<file path="config.mk">
export PLATFORM = sky130hd
export DESIGN_NAME = forward_unit_flat
export DESIGN_NICKNAME = d
export VERILOG_FILES = /design/src/rtl/forward_if.sv /design/src/rtl/forward_unit.sv /design/src/flat_wrapper.sv
export SDC_FILE = /design/constraint.sdc
export NUM_CORES = 1
export LEC_CHECK = 0
export CAP_MARGIN = 20
export CORE_UTILIZATION = 50
export DETAILED_ROUTE_END_ITERATION = 8
export PLACE_DENSITY = 0.94
export SLEW_MARGIN = 15
export SYNTH_ARGS = -nofsm -noshare
export SYNTH_HDL_FRONTEND = slang
export SYNTH_SLANG_ARGS = --single-unit
</file>
<file path="constraint.sdc">
create_clock -name clk -period 5.28 [get_ports clk]
set_input_delay 1.056 -clock clk [delete_from_list [all_inputs] [get_ports clk]]
set_output_delay 1.056 -clock clk [all_outputs]
set_load 0.05 [all_outputs]
</file>
<file path="src/rtl/forward_if.sv">
// ============================================================================
// Module      : forward_if
// Description : ID-stage hazard inputs and forwarding/stall outputs.
// Revision    : 1.0
// ============================================================================
`default_nettype none

interface forward_if;
    logic       IDValid;
    logic [3:0] IDOp1;
    logic [3:0] IDOp2;
    logic [3:0] IDRd;
    logic       IDRegWrite;
    logic       IDMulDiv;
    logic       IDLoad;
    logic       FlushEX;
    logic [1:0] Op1Src;
    logic [1:0] Op2Src;
    logic       Stall;
    logic [7:0] StallCount;

    modport master (
        output IDValid, IDOp1, IDOp2, IDRd, IDRegWrite, IDMulDiv, IDLoad, FlushEX,
        input  Op1Src, Op2Src, Stall, StallCount
    );

    modport slave (
        input  IDValid, IDOp1, IDOp2, IDRd, IDRegWrite, IDMulDiv, IDLoad, FlushEX,
        output Op1Src, Op2Src, Stall, StallCount
    );
endinterface

`default_nettype wire

</file>
<file path="src/rtl/forward_unit.sv">
// ============================================================================
// Module      : forward_unit
// Description : Operand forwarding selects and load-use stall for a 3-stage
//               ID/EX/MEM pipeline, with a saturating stall-cycle counter.
// Revision    : 1.0
// ============================================================================
`default_nettype none

module forward_unit (
    input  wire logic  clk,
    input  wire logic  rst_n,
    forward_if.slave   fwd
);

    localparam logic [1:0] SRC_REG     = 2'b00;
    localparam logic [1:0] SRC_ALU_HI  = 2'b01;
    localparam logic [1:0] SRC_ALU_LO  = 2'b10;
    localparam logic [1:0] SRC_MEM     = 2'b11;
    localparam logic [7:0] COUNT_MAX   = 8'hFF;

    logic       ex_valid;
    logic [3:0] ex_rd;
    logic       ex_regwrite;
    logic       ex_muldiv;
    logic       ex_load;
    logic       mem_valid;
    logic [3:0] mem_rd;
    logic       mem_load;
    logic [7:0] stall_count;

    logic [1:0] op1_src;
    logic [1:0] op2_src;
    logic       stall;
    logic       ex_bubble;

    // EX results beat MEM results; a muldiv high half targets R0 even if rd==0.
    function automatic logic [1:0] select_src(input logic [3:0] op);
        logic [1:0] src;
        src = SRC_REG;
        if (ex_valid && ex_muldiv && op == 4'd0)
            src = SRC_ALU_HI;
        else if (ex_valid && ex_regwrite && !ex_load && op == ex_rd)
            src = SRC_ALU_LO;
        else if (mem_valid && mem_load && op == mem_rd)
            src = SRC_MEM;
        return src;
    endfunction

    always_comb begin
        op1_src = SRC_REG;
        op2_src = SRC_REG;
        stall   = 1'b0;
        if (fwd.IDValid) begin
            op1_src = select_src(fwd.IDOp1);
            op2_src = select_src(fwd.IDOp2);
            stall   = ex_valid && ex_load &&
                      (fwd.IDOp1 == ex_rd || fwd.IDOp2 == ex_rd);
        end
    end

    assign ex_bubble = stall || fwd.FlushEX || !fwd.IDValid;

    always_ff @(posedge clk or negedge rst_n) begin
        if (!rst_n) begin
            ex_valid    <= 1'b0;
            ex_rd       <= 4'd0;
            ex_regwrite <= 1'b0;
            ex_muldiv   <= 1'b0;
            ex_load     <= 1'b0;
            mem_valid   <= 1'b0;
            mem_rd      <= 4'd0;
            mem_load    <= 1'b0;
        end else begin
            mem_valid <= ex_valid;
            mem_rd    <= ex_rd;
            mem_load  <= ex_load;
            if (ex_bubble) begin
                ex_valid    <= 1'b0;
                ex_rd       <= 4'd0;
                ex_regwrite <= 1'b0;
                ex_muldiv   <= 1'b0;
                ex_load     <= 1'b0;
            end else begin
                ex_valid    <= 1'b1;
                ex_rd       <= fwd.IDRd;
                ex_regwrite <= fwd.IDRegWrite;
                ex_muldiv   <= fwd.IDMulDiv;
                ex_load     <= fwd.IDLoad;
            end
        end
    end

    always_ff @(posedge clk or negedge rst_n) begin
        if (!rst_n)
            stall_count <= 8'd0;
        else if (stall && stall_count != COUNT_MAX)
            stall_count <= stall_count + 8'd1;
    end

    assign fwd.Op1Src     = op1_src;
    assign fwd.Op2Src     = op2_src;
    assign fwd.Stall      = stall;
    assign fwd.StallCount = stall_count;

endmodule

`default_nettype wire

</file>
<file path="src/flat_wrapper.sv">
// flat-port wrapper written by rule: the top's interface ports become plain ports
module forward_unit_flat 
  (clk, rst_n, fwd_IDValid, fwd_IDOp1, fwd_IDOp2, fwd_IDRd, fwd_IDRegWrite, fwd_IDMulDiv, fwd_IDLoad, fwd_FlushEX, fwd_Op1Src, fwd_Op2Src, fwd_Stall, fwd_StallCount);
  forward_if fwd_i ();
  input  wire logic clk;
  input  wire logic rst_n;
  input wire logic [$bits(fwd_i.IDValid)-1:0] fwd_IDValid;
  input wire logic [$bits(fwd_i.IDOp1)-1:0] fwd_IDOp1;
  input wire logic [$bits(fwd_i.IDOp2)-1:0] fwd_IDOp2;
  input wire logic [$bits(fwd_i.IDRd)-1:0] fwd_IDRd;
  input wire logic [$bits(fwd_i.IDRegWrite)-1:0] fwd_IDRegWrite;
  input wire logic [$bits(fwd_i.IDMulDiv)-1:0] fwd_IDMulDiv;
  input wire logic [$bits(fwd_i.IDLoad)-1:0] fwd_IDLoad;
  input wire logic [$bits(fwd_i.FlushEX)-1:0] fwd_FlushEX;
  output wire logic [$bits(fwd_i.Op1Src)-1:0] fwd_Op1Src;
  output wire logic [$bits(fwd_i.Op2Src)-1:0] fwd_Op2Src;
  output wire logic [$bits(fwd_i.Stall)-1:0] fwd_Stall;
  output wire logic [$bits(fwd_i.StallCount)-1:0] fwd_StallCount;
  assign fwd_i.IDValid = fwd_IDValid;
  assign fwd_i.IDOp1 = fwd_IDOp1;
  assign fwd_i.IDOp2 = fwd_IDOp2;
  assign fwd_i.IDRd = fwd_IDRd;
  assign fwd_i.IDRegWrite = fwd_IDRegWrite;
  assign fwd_i.IDMulDiv = fwd_IDMulDiv;
  assign fwd_i.IDLoad = fwd_IDLoad;
  assign fwd_i.FlushEX = fwd_FlushEX;
  assign fwd_Op1Src = fwd_i.Op1Src;
  assign fwd_Op2Src = fwd_i.Op2Src;
  assign fwd_Stall = fwd_i.Stall;
  assign fwd_StallCount = fwd_i.StallCount;
  forward_unit u_core (.clk(clk), .rst_n(rst_n), .fwd(fwd_i));
endmodule
</file>
[Word level (Yosys, flattened, before mapping)]
Cells that the tools add are included.
Cells by class
  $add $sub $neg: 1
  reduce and logical (&&, ||, !) cells: 20
  eq/ne operators: 5
  muxes and demuxes: 14
Operators with widths (number)
  4-bit equality test: 4
  2-bit two-way mux: 8
  1-bit logical AND: 13
  8-bit by 1-bit adder with 8-bit output, second input constant: 1
  4-bit logical NOT: 2
  8-bit != test, second input constant: 1
  1-bit two-way mux: 5
  4-bit two-way mux: 1
  1-bit logical OR: 3
  1-bit logical NOT: 2
Word-level totals
  logic and storage cells: 49
  flip-flop bits (word level): 22
  bits of input ports: 19

[Logic depth before layout (Yosys ltp)]
  depth after elaboration: 7
  mapped depth: 6
  depth with buffers taken out: 5

[Least setup slack after synthesis]
Ideal clock, no wire load.
  path type: input to output
  start point: input fwd_IDOp1[0]
  end point: output fwd_Op1Src[0]
  path buffers: 0
  stages on the path: 5
  arrival time: 2.677 ns
  path slack: 1.547 ns
  cells stage by stage: xor2_1 nor2_1 nand4_1 nand2b_1 a21boi_0
On the way
  word-level cells in the longest chain between the ends: 6
RTL lines
  start: declaration: line flat_wrapper.sv:8  | input wire logic [$bits(fwd_i.IDOp1)-1:0] fwd_IDOp1;
  4-bit equality test: line forward_unit.sv:44  | else if (mem_valid && mem_load && op == mem_rd)
  1-bit logical AND: line forward_unit.sv:44
  2-bit two-way mux: line forward_unit.sv:44
  2-bit two-way mux: line forward_unit.sv:42  | else if (ex_valid && ex_regwrite && !ex_load && op == ex_rd)
  2-bit two-way mux *: line forward_unit.sv:40  | if (ex_valid && ex_muldiv && op == 4'd0)
  2-bit two-way mux *: line forward_unit.sv:53  | if (fwd.IDValid) begin
  end: declaration: line flat_wrapper.sv:15  | output wire logic [$bits(fwd_i.Op1Src)-1:0] fwd_Op1Src;
Every way passes the cells marked *; elsewhere a longest branch is shown, timed or not.

[Worst setup path after layout]
  start point: input fwd_IDOp2[0]
  end point: output fwd_Stall
On the way
  word-level cells in the longest chain between the ends: 4
RTL lines
  start: declaration: line flat_wrapper.sv:9  | input wire logic [$bits(fwd_i.IDOp2)-1:0] fwd_IDOp2;
  4-bit equality test: line forward_unit.sv:57  | (fwd.IDOp1 == ex_rd || fwd.IDOp2 == ex_rd);
  1-bit logical OR: line forward_unit.sv:57
  1-bit logical AND: line forward_unit.sv:56  | stall = ex_valid && ex_load &&
  1-bit two-way mux: line forward_unit.sv:53
  end: declaration: line flat_wrapper.sv:17  | output wire logic [$bits(fwd_i.Stall)-1:0] fwd_Stall;
Every way passes these cells.

==> results.yml <==
worst_hold_path:
  holdCritPathClass: "reg2reg"
  min_from: "u_core.ex_load$_DFF_PN0_"
  holdPathStages: 0
clock_network:
  clock_path_buffers: 2
  clkSinkCount: 22
  clk_latency_ns: 0.30
  cts_hold_buf: 0
  cts_tree: "built"
  path_clk_slew_ns: 0.11
  cts_root_buf: "clkbuf_4"
  cts_made_buffers: 3
  cts_max_level: 1
  postCtsSetupBuffers: 0
  cts_resized: 0
power_and_ir_drop:
  comb_power_share: 0.142
  p_sw_w: 0.0000745
  cellLeakagePower_nw: 0.653
  sw_frac_of_total: 0.238
  clkPwrFrac: 0.285
  cell_internal_pwr_w: 0.000238
  ir_drop_uv: 248
  power.density_mw_per_mm2: 210
  seqPwrFrac: 0.573
die:
  fp-row-count: 16
  core_mm2: 0.00204
  die_h_um: 49.6
  io_pins: 32
  start_util: 0.554
  chipWidth_um: 49.6
  die_area_mm2: 0.00246
setup_path:
  endpoint_kind: "output pin"
  r2r-start: "u_core.ex_rd[0]$_DFF_PN0_"
  cp.arrival_ns: 3.36
  cp.required_ns: 4.22
  crit_fanout: 9
  worstSetupStartpointType: "primary input"
  reg2reg_depth: 5
  critPathLaunch: "fwd_IDOp2[0]"
  worstSetupPathType: "in2out"
drt:
  met3WireLength_um: 98
  vias_per_cell: 5.55
  drt_iter0_markers: 20
  ant_nets: 0
  firstDrtPassIters: 4
  post_drt_wl_per_cell_um: 14.6
  wl_met2_mm: 1.15
  via_count: 893
  highest_layer: "met4"
  drc: 0
  routed_wl_mm: 2.35
  drt-met1-wl_mm: 1.03
timing:
  fin_tns_setup_ns: 0
  final-max-slew-violation-count: 0
  finalCritPeriodShare: 0.836
  worstMarginPinSlew_ns: 0.911
  hold_viol: 0
  grt_setup_unrepaired: "false"
  post-route-min-period_ns: 4.41
  skew_ns: 0.00896
  fmax_ghz: 0.227
  worst_slack_ns: 0.865
  finalSetupViolCount: 0
  slew_headroom: 0.391
grt:
  grt-ovfl-total: 0
  grt_max_degree: 23
  grtUsageTotal: 0.231
  grt_pass1_wl_mm: 4.19
  antenna_found_initial: 0
  grt_pass1_vias: 891
cells_and_area:
  syn_to_final_growth_pct: 31.6
  diodes: 0
  final_nets: 155
  drive_above_1_share: 0.0672
synth:
  synthArstFlopShare: 1.00
  yosys_warnings: 0
  synthDistinctLibCells: 22
  synthCells: 101
  seq_area_frac_synth: 0.487
  synth_seq_cells: 22
  synth_edf_count: 0
  ys.flop_type: "dfrtp_1"
  synth.avg_cell_area_um2: 11.2
  synth_nets: 121
  synth_area_mm2: 0.00113
outcome:
  status: "complete, no violations"
placed_design:
  finalWeightedCongestion: 0.953
  dp_hpwl_mm: 1.91
  numPortBuffers: 31
  post-place-ws_ns: 0.873
flow_run:
  cap_violations: 0
per-stage QoR:
| stage | instances | instance area [um^2] | hold WS, ns | total power (W) | util |
|---|---|---|---|---|---|
| after floorplan | 101 | 1130 | 0.367 | 0.000202 | - |
| after global placement | 157 | 1450 | 0.380 | 0.000224 | 0.711 |
| after detailed placement | 157 | 1450 | 0.381 | 0.000227 | 0.711 |
| after CTS | 161 | 1490 | 0.412 | 0.000314 | 0.729 |
| after global routing | 161 | 1490 | 0.443 | 0.000326 | 0.729 |
| final | 161 | 1490 | 0.420 | 0.000313 | 0.729 |
cell type report:
class	instances	area (um^2)
Multi-Input combinational cell	77	558
Fill cell	152	553
Sequential cell	22	551
Timing Repair Buffer	31	310
Clock buffer	4	36.3
Tap cell	27	33.8
state kept, by name, indices dropped and copies added, names as in the netlist:
signal and cells:
u_core.fwd.StallCount 8, u_core.ex_rd 4, u_core.mem_rd 4, u_core.ex_load 1
u_core.ex_muldiv 1, u_core.ex_regwrite 1, u_core.ex_valid 1, u_core.mem_load 1
u_core.mem_valid 1
worst paths after layout:
kind                                                              to  slack, ns
worst max register to register  u_core.fwd.StallCount[1]$_DFFE_PN0P_       3.31
min in group asynchronous                 u_core.mem_valid$_DFF_PN0_       1.25
max in group asynchronous                  u_core.mem_load$_DFF_PN0_       3.47
worst min-delay path                       u_core.mem_load$_DFF_PN0_       0.42
worst max-delay path                                       fwd_Stall       0.87
worst min register to register             u_core.mem_load$_DFF_PN0_       0.42
layout by cell type, fill, tap and decap left out:
cell | netlist | routed
and3_4 | 1 | 1
nor4_2 | 2 | 2
and2_1 | 8 | 8
nand3_1 | 3 | 3
and3_1 | 4 | 4
clkbuf_8 | 0 | 1
a21oi_2 | 1 | 1
ha_1 | 1 | 1
and4_1 | 2 | 2
xnor2_1 | 9 | 9
mux2_1 | 3 | 3
nand2b_1 | 5 | 5
or2_1 | 1 | 1
xor2_1 | 11 | 11
a21boi_0 | 2 | 2
clkdlybuf4s50_1 | 0 | 31
a21oi_1 | 2 | 2
clkbuf_4 | 0 | 3
nor4_1 | 2 | 2
dfrtp_1 | 22 | 22
nand2_1 | 7 | 7
nor2_1 | 3 | 3
mux2_4 | 1 | 1
nand4_1 | 9 | 9
metal layers:
| layer | vias up | global-route usage |
|---|---|---|
| li1 | 420 | - |
| met1 | 433 | 0.291 |
| met2 | 30 | 0.369 |
| met3 | 10 | 0.0432 |
| met4 | 0 | 0.129 |
| met5 | - | 0 |
synthesized netlist by cell type, drive strengths merged, types with 2 or more instances:
cell / number / area share
and3: 5 / 0.032
nand3: 3 / 0.013
nand2: 7 / 0.023
and2: 8 / 0.044
a21boi: 2 / 0.013
nor4: 4 / 0.033
nand2b: 5 / 0.028
a21oi: 3 / 0.017
buf: 2 / 0.020
xnor2: 9 / 0.070
mux2: 4 / 0.043
and4: 2 / 0.015
nor2: 3 / 0.010
nand4: 9 / 0.050
xor2: 11 / 0.085
dfrtp: 22 / 0.49
critical path, cell delays in order:
cell and delay (ns):
clkdlybuf4s50_1 0.48, xor2_1 0.19, nor4_2 0.32, or2_1 0.34, and2_1 0.18, clkdlybuf4s50_1 0.79
kinds of logic after synthesis:
logic type / after synthesis / share of synthesized area
AO/OA/AOI/OAI: 5 / 0.0299
XOR/XNOR: 20 / 0.155
adder cells (fa/ha/maj): 1 / 0.0111
buffers and inverters: 2 / 0.0199
flip-flops: 22 / 0.487
multiplexers: 4 / 0.0431
AND/OR/NAND/NOR: 47 / 0.254
power by group through the flow:
| stage | Clock, W | Sequential [W] | Combinational, W |
|---|---|---|---|
| after global placement | 0 | 0.000182 | 0.0000420 |
| after CTS | 0.0000904 | 0.000179 | 0.0000446 |
| after floorplan | 0 | 0.000185 | 0.0000175 |
| final | 0.0000891 | 0.000179 | 0.0000444 |
| after global routing | 0.0000975 | 0.000180 | 0.0000484 |
| after detailed placement | 0 | 0.000183 | 0.0000445 |
Note: power is estimated with default switching activity, not from simulation.
